`config.mk`:
```
export PLATFORM = sky130hd
export DESIGN_NAME = isr_tracker
export DESIGN_NICKNAME = d
export VERILOG_FILES = /design/src/rtl/isr_tracker.sv
export SDC_FILE = /design/constraint.sdc
export NUM_CORES = 1
export LEC_CHECK = 0
export BUFFER_PORTS_ARGS = -buffer_cell sky130_fd_sc_hd__buf_4
export CAP_MARGIN = 20
export CORE_MARGIN = 2
export CORE_UTILIZATION = 52
export CTS_CLUSTER_SIZE = 14
export DETAILED_ROUTE_END_ITERATION = 6
export GPL_TIMING_DRIVEN = 0
export PLACE_DENSITY = 0.74
export SYNTH_ARGS = -nofsm -noshare
export SYNTH_HDL_FRONTEND = slang
export SYNTH_SLANG_ARGS = --single-unit
```
`constraint.sdc`:
```
create_clock -name clk -period 2.06 [get_ports clk]
set_input_delay 0.103 -clock clk [delete_from_list [all_inputs] [get_ports clk]]
set_output_delay 0.103 -clock clk [all_outputs]
set_load 0.1 [all_outputs]
```
`src/rtl/isr_tracker.sv`:
```
// rtl/isr_tracker.sv - Z80 instruction-boundary and trap-ending JP tracker for the trap/NMI controller.
module isr_tracker #(
    parameter logic [7:0] JP_OPCODE = 8'hC3,
    parameter logic [7:0] PFX_IX    = 8'hDD,
    parameter logic [7:0] PFX_IY    = 8'hFD
) (
    input  logic        clk,
    input  logic        rst,
    input  logic        m1_n,
    input  logic        mreq_n,
    input  logic        rd_n,
    input  logic        iorq_n,
    input  logic [7:0]  data_in,
    input  logic        trap_state,
    output logic        new_isr,
    output logic        last_isr_jmp,
    output logic [15:0] jmp_target
);

    localparam logic [7:0] PFX_ED = 8'hED;
    localparam logic [7:0] PFX_CB = 8'hCB;

    typedef enum logic [2:0] {
        ST_BOUNDARY,
        ST_PREFIX,
        ST_EDCB,
        ST_XCB1,
        ST_XCB2,
        ST_JP_LO,
        ST_JP_HI,
        ST_ARMED
    } state_t;

    state_t      state;
    state_t      state_next;
    logic        rd_q;
    logic [7:0]  cap_byte;
    logic        cap_fetch;
    logic        cap_valid;
    logic        fetch_active;
    logic        read_active;
    logic        complete;
    logic        tgt_lo_we;
    logic        tgt_hi_we;
    logic        in_jp_track;

    // INTA has iorq_n low and must never look like a fetch.
    assign fetch_active = ~m1_n & ~mreq_n & ~rd_n & iorq_n;
    assign read_active  = m1_n & ~mreq_n & ~rd_n;
    assign complete     = rd_n & ~rd_q & cap_valid;
    assign in_jp_track  = (state == ST_JP_LO) || (state == ST_JP_HI) || (state == ST_ARMED);

    function automatic state_t decode_fetch(input logic [7:0] op, input logic after_prefix,
                                            input logic trap);
        state_t ns;
        ns = ST_BOUNDARY;
        if (op == PFX_IX || op == PFX_IY)
            ns = ST_PREFIX;
        else if (op == PFX_ED)
            ns = ST_EDCB;
        else if (op == PFX_CB)
            ns = after_prefix ? ST_XCB1 : ST_EDCB;
        else if (op == JP_OPCODE && trap)
            ns = ST_JP_LO;
        return ns;
    endfunction

    always_ff @(posedge clk or posedge rst) begin
        if (rst) begin
            rd_q      <= 1'b1;
            cap_byte  <= 8'h00;
            cap_fetch <= 1'b0;
            cap_valid <= 1'b0;
        end else begin
            rd_q <= rd_n;
            if (fetch_active || read_active) begin
                cap_byte  <= data_in;
                cap_fetch <= fetch_active;
                cap_valid <= 1'b1;
            end else if (complete) begin
                cap_valid <= 1'b0;
            end
        end
    end

    always_comb begin
        state_next = state;
        tgt_lo_we  = 1'b0;
        tgt_hi_we  = 1'b0;
        // Leaving trap mode drops any JP tracking, even on a completion edge.
        if (!trap_state && in_jp_track) begin
            state_next = ST_BOUNDARY;
        end else if (complete) begin
            if (cap_fetch) begin
                case (state)
                    ST_PREFIX: state_next = decode_fetch(cap_byte, 1'b1, trap_state);
                    ST_EDCB:   state_next = ST_BOUNDARY;
                    default:   state_next = decode_fetch(cap_byte, 1'b0, trap_state);
                endcase
            end else begin
                case (state)
                    ST_XCB1: state_next = ST_XCB2;
                    ST_XCB2: state_next = ST_BOUNDARY;
                    ST_JP_LO: begin
                        tgt_lo_we  = 1'b1;
                        state_next = ST_JP_HI;
                    end
                    ST_JP_HI: begin
                        tgt_hi_we  = 1'b1;
                        state_next = ST_ARMED;
                    end
                    default: state_next = state;
                endcase
            end
        end
    end

    always_ff @(posedge clk or posedge rst) begin
        if (rst) begin
            state        <= ST_BOUNDARY;
            new_isr      <= 1'b1;
            last_isr_jmp <= 1'b0;
            jmp_target   <= 16'h0000;
        end else begin
            state        <= state_next;
            new_isr      <= (state_next == ST_BOUNDARY) || (state_next == ST_ARMED);
            last_isr_jmp <= (state_next == ST_ARMED);
            if (tgt_lo_we)
                jmp_target[7:0] <= cap_byte;
            if (tgt_hi_we)
                jmp_target[15:8] <= cap_byte;
        end
    end

endmodule
```
# [Word level (Yosys, flattened, before mapping)]
# Index checks and enable logic that the tools add are counted.
[classes] n_eq_ne=13 muxes=22 bitwise_logic=11 n_reduce_logical=10
[ops] operator="equality test 8 bit, second input constant" count=5
[ops] operator="two-way mux 3 bit" count=10
[ops] operator="equality test 3 bit, second input constant" count=5
[ops] operator="one-hot mux 3 bit (4 select lines)" count=1
[ops] operator="two-way mux 1 bit" count=10
[ops] operator="AND 1 bit" count=7
[ops] operator="equality test 3 x 2 -> 1 bit, second input constant" count=2
[ops] operator="one-hot mux 3 bit (2 select lines)" count=1
[ops] operator="logical OR 1 bit" count=5
[ops] operator="NOT 1 bit" count=4
[ops] operator="equality test 3 x 1 -> 1 bit, second input constant" count=1
[ops] operator="logical NOT 3 bit" count=1
[ops] operator="logical AND 1 bit" count=2
[ops] operator="nonzero test 2 bit" count=1
[ops] operator="logical NOT 1 bit" count=1
[totals] ff_bits=32 input_bits=15 output_inout_bits=18 wordCells=65

# [Logic depth before layout (Yosys ltp)]
[depth] word_depth=12 ltp_mapped=7 depth_no_buf=6

# [Least setup slack after synthesis]
# Ideal clock, no wire load.
[synth_timing] path_kind="flip-flop to flip-flop" from="register rd_q" to="register new_isr" setup_ps=78 arrival_time_ps=1454 t_required_ps=1982 setup_slack_ps=528 stages_incl_launch_ff=7 n_path_buf=0 synth_period_minus_slack_ps=1532 path_cell_list="dfstp_2 -> nand3b_1 -> or3_1 -> a21o_1 -> nand4_2 -> nor3_2 -> a31o_1"
[synth_between] elab_chain_cells=7 elab_cells_between_ends=8 classes_between="1 x eq/ne; 2 x mux; 3 x bitwise; 2 x reduce/logical"
[synth_lines] item="start: declaration" line_no="36" text="logic rd_q;"
[synth_lines] item="start signal: assignment" line_no="75" text="rd_q <= rd_n;"
[synth_lines] item="NOT 1 bit (*)" line_no="50" text="assign complete = rd_n & ~rd_q & cap_valid;"
[synth_lines] item="AND 1 bit (*) (2 in a row)" line_no="50"
[synth_lines] item="two-way mux 3 bit (*)" line_no="93" text="end else if (complete) begin"
[synth_lines] item="two-way mux 3 bit (*)" line_no="91" text="if (!trap_state && in_jp_track) begin"
[synth_lines] item="equality test 3 bit or logical NOT 3 bit (tied branches)" line_no="126" text="new_isr <= (state_next == ST_BOUNDARY) || (state_next == ST_ARMED);"
[synth_lines] item="logical OR 1 bit (*)" line_no="126"
[synth_lines] item="end signal: assignment" line_no="126"
[synth_lines] item="end: declaration" line_no="15" text="output logic new_isr,"
# Mark *: on every way between the ends. The rest lies on a longest branch, timed or not.
# A chain may end at the register's enable or synchronous reset.

# [Worst setup path after layout]
[layout_timing] from="register cap_fetch" to="register jmp_target[11]"
[layout_between] elab_chain_cells=3
[layout_lines] item="start: declaration" line_no="38" text="logic cap_fetch;"
[layout_lines] item="start signal: assignment" line_no="78" text="cap_fetch <= fetch_active;"
[layout_lines] item="two-way mux 1 bit" line_no="94" text="if (cap_fetch) begin"
[layout_lines] item="two-way mux 1 bit" line_no="93"
[layout_lines] item="two-way mux 1 bit" line_no="91"
[layout_lines] item="end signal: assignment" line_no="131" text="jmp_target[15:8] <= cap_byte;"
[layout_lines] item="end: declaration" line_no="17" text="output logic [15:0] jmp_target"
# No other way between the ends.

==> run metrics <==
CP peak stage delay=0.47 ns; grt ovf=0; Gate power share=44.3%; Register Area=803 µm²; Max Buffers Root-to-Sink=2; crit-path cells=inv_1, nand4_1, nor2_2, mux2_2; multi-input logic area=578 µm²; placed wire-length estimate=2050 µm; critical path class=reg -> reg; 1st-iter DRT viols=45; syn_nets=128; share of layout cells above drive strength 1=43.0%; Post-CTS Setup Bufs=0; Critical Path Fanout Max=8; Psw=993 µW; fill cell count=175; Max transition margin=64.6%; CTS tree=yes; Hold Crit Class=in -> reg; routed len/inst=16.1 µm; fmax=0.556 GHz; P&R area growth vs syn=32.8%; final period utilization=87.4%; final setup fails=0; clock share of power=15.5%; Finished Cell Area=0.00189 mm²; dominant cell by count in the synthesized netlist=dfrtp_1; count of unique library cells instantiated by Yosys=34; die height=56.3 µm; P per Cell Area=1140 mW/mm²; register share of total power=40.2%; EDFF count, synth=0; final worst clock skew=0.0124 ns; Syn Inst Count=113; Worst-Margin Slew=0.530 ns; Slowest-stage cell, CP=dfrtp_1; DRC=0; first-pass GRT wire length=5200 µm; DR vias/cell=5.70; n_diodes=0; CTS root buf=clkbuf_4; GRT Total Usage=21.8%; initial antenna violation count=0; min Tclk post-route=1.80 ns; total of max-cap violations=0; Die ar.=0.00317 mm²; CTS Hold Bufs=9; status=finished, final reports clean; share of the synthesized area in the top cell type=52.9%; Sw Ratio=46.2%; synthesized area=0.00142 mm²; fraction of registers with async set/reset=100%; hold_ws=0.0828 ns; io pins=33; Placed Area=0.00173 mm²; Yosys reg bits=32; arrival time worst endpoint=2.01 ns; Leak=0.916 nW; VDD IR max=0.00117 V; routed vias=1111; die width=56.3 µm; crit path launch type=register; final hold violations=0; Clock Pin Slew Worst Setup and Hold Paths=0.08 ns; Syn Area/Cell=12.6 µm²; Crit. End Element=register; cts bufs inserted=5; Initial Utilization=56.3%; Yosys Warn Count=0; Pre-antenna DRT Iters=4; Top FF cell, synth=dfrtp_1; Int Pwr=1.16 mW; pin count of the biggest net entering global routing=22; biggest area consumer among synthesized cells=dfrtp_1; DRT antenna net count=0; Req. time, crit path=2.27 ns; post-synthesis sequential area ratio=56.6%; core area=0.00252 mm²; Nets=179; DRT Wirelength=3150 µm; post-cts sizing count=0; Synth area leaders=dfrtp_1 (53%), mux2_2 (19%), dfstp_2 (3.7%), o211ai_1 (2.1%), inv_1 (1.9%); H-tree depth=2; insertion delay to the later sink of the worst-skew pair=0.34 ns; vias in the first global route=1103; TNS Setup=0 ns; Post-synth top cells=dfrtp_1 (30), mux2_2 (24), inv_1 (7); clk sinks=32; Final Max Slew Viols=0; RSZ-0062 raised after global routing=no; IO buf count=32; Rows=18; gpl congestion=0.786
-- layout by cell type, fill, tap and decap left out, drive strengths merged, types with 2 or more instances in the layout --
master       instances
nor2b                3
nand3                3
dfstp                2
nor3                 2
a21oi                4
a21o                 2
clkbuf               8
inv                  8
dfrtp               30
nor2                 6
o21ai                4
nand4                2
mux2                24
nand2                4
o211ai               4
buf                 34
dlygate4sd3         11
-- kinds of logic after synthesis --
logic type                 synth area share, %
AOI/OAI and AO/OA                         8.99
adders and majority gates                0.705
buffers and inverters                     2.73
DFF                                       56.6
muxes                                     19.7
and+or+nand+nor                           11.3
-- final timing paths --
kind | startpoint | to | slack [ns] | cells after the start
setup reg to reg | cap_fetch$_DFFE_PP0P_ | jmp_target[11]$_DFFE_PP0P_ | 0.26 | 4
hold / removal | iorq_n | cap_fetch$_DFFE_PP0P_ | 0.08 | 3
max in group asynchronous | rst | new_isr$_DFF_PP1_ | 1.14 | 4
hold reg to reg | jmp_target[5]$_DFFE_PP0P_ | jmp_target[5]$_DFFE_PP0P_ | 0.52 | 1
min in group asynchronous | rst | jmp_target[14]$_DFFE_PP0P_ | 0.37 | 3
setup / recovery | cap_fetch$_DFFE_PP0P_ | jmp_target[11]$_DFFE_PP0P_ | 0.26 | 4
-- routing by layer --
layer / GRT usage, % / wire length [µm]
met5: 0 / 0
met4: 7.14 / 43
met3: 7.83 / 170
met2: 34.5 / 1700
met1: 28.0 / 1230
-- registers in the layout, indices dropped and copies added (netlist names) --
| name | cells |
|---|---|
| cap_fetch | 1 |
| cap_valid | 1 |
| new_isr | 1 |
| state | 3 |
| cap_byte | 8 |
| rd_q | 1 |
| jmp_target | 16 |
| last_isr_jmp | 1 |
-- power by group through the flow --
stage / registers [mW] / logic (mW) / clock network [mW]
4_1_cts: 0.863 / 0.946 / 0.342
5_1_grt: 0.881 / 1.00 / 0.377
3_3_place_gp: 0.868 / 0.901 / 0
6_report: 0.865 / 0.952 / 0.333
3_5_place_dp: 0.875 / 0.932 / 0
2_1_floorplan: 1.29 / 0.299 / 0
-- metrics by stage --
step	worst slack, ns	power [mW]	utilization, %	cells
final	0.260	2.15	74.8	195
after global routing	0.0996	2.26	74.8	195
after CTS	0.249	2.15	74.0	193
after detailed placement	0.284	1.81	68.4	176
after global placement	0.299	1.77	67.3	175
after floorplan	0.528	1.59	-	113
-- area by class of cell --
class                   instances  share of cell area, %
multi-input cells              71                   30.7
plain buffers                   2                  0.464
repair buffers                 44                   20.0
clock inverters                 1                  0.265
inverters                       8                   1.59
well taps                      30                   1.99
flip-flops and latches         32                   42.6
clock buffers                   7                   2.39
-- worst max-delay path, delay by kind of cell, from the launching register on --
family / cells / cell delay, ns
flip-flops: 1 / 0.47
buffers and inverters: 1 / 0.17
AND/OR/NAND/NOR: 2 / 0.66
multiplexers: 1 / 0.40
(Power assumes the default switching activity.)
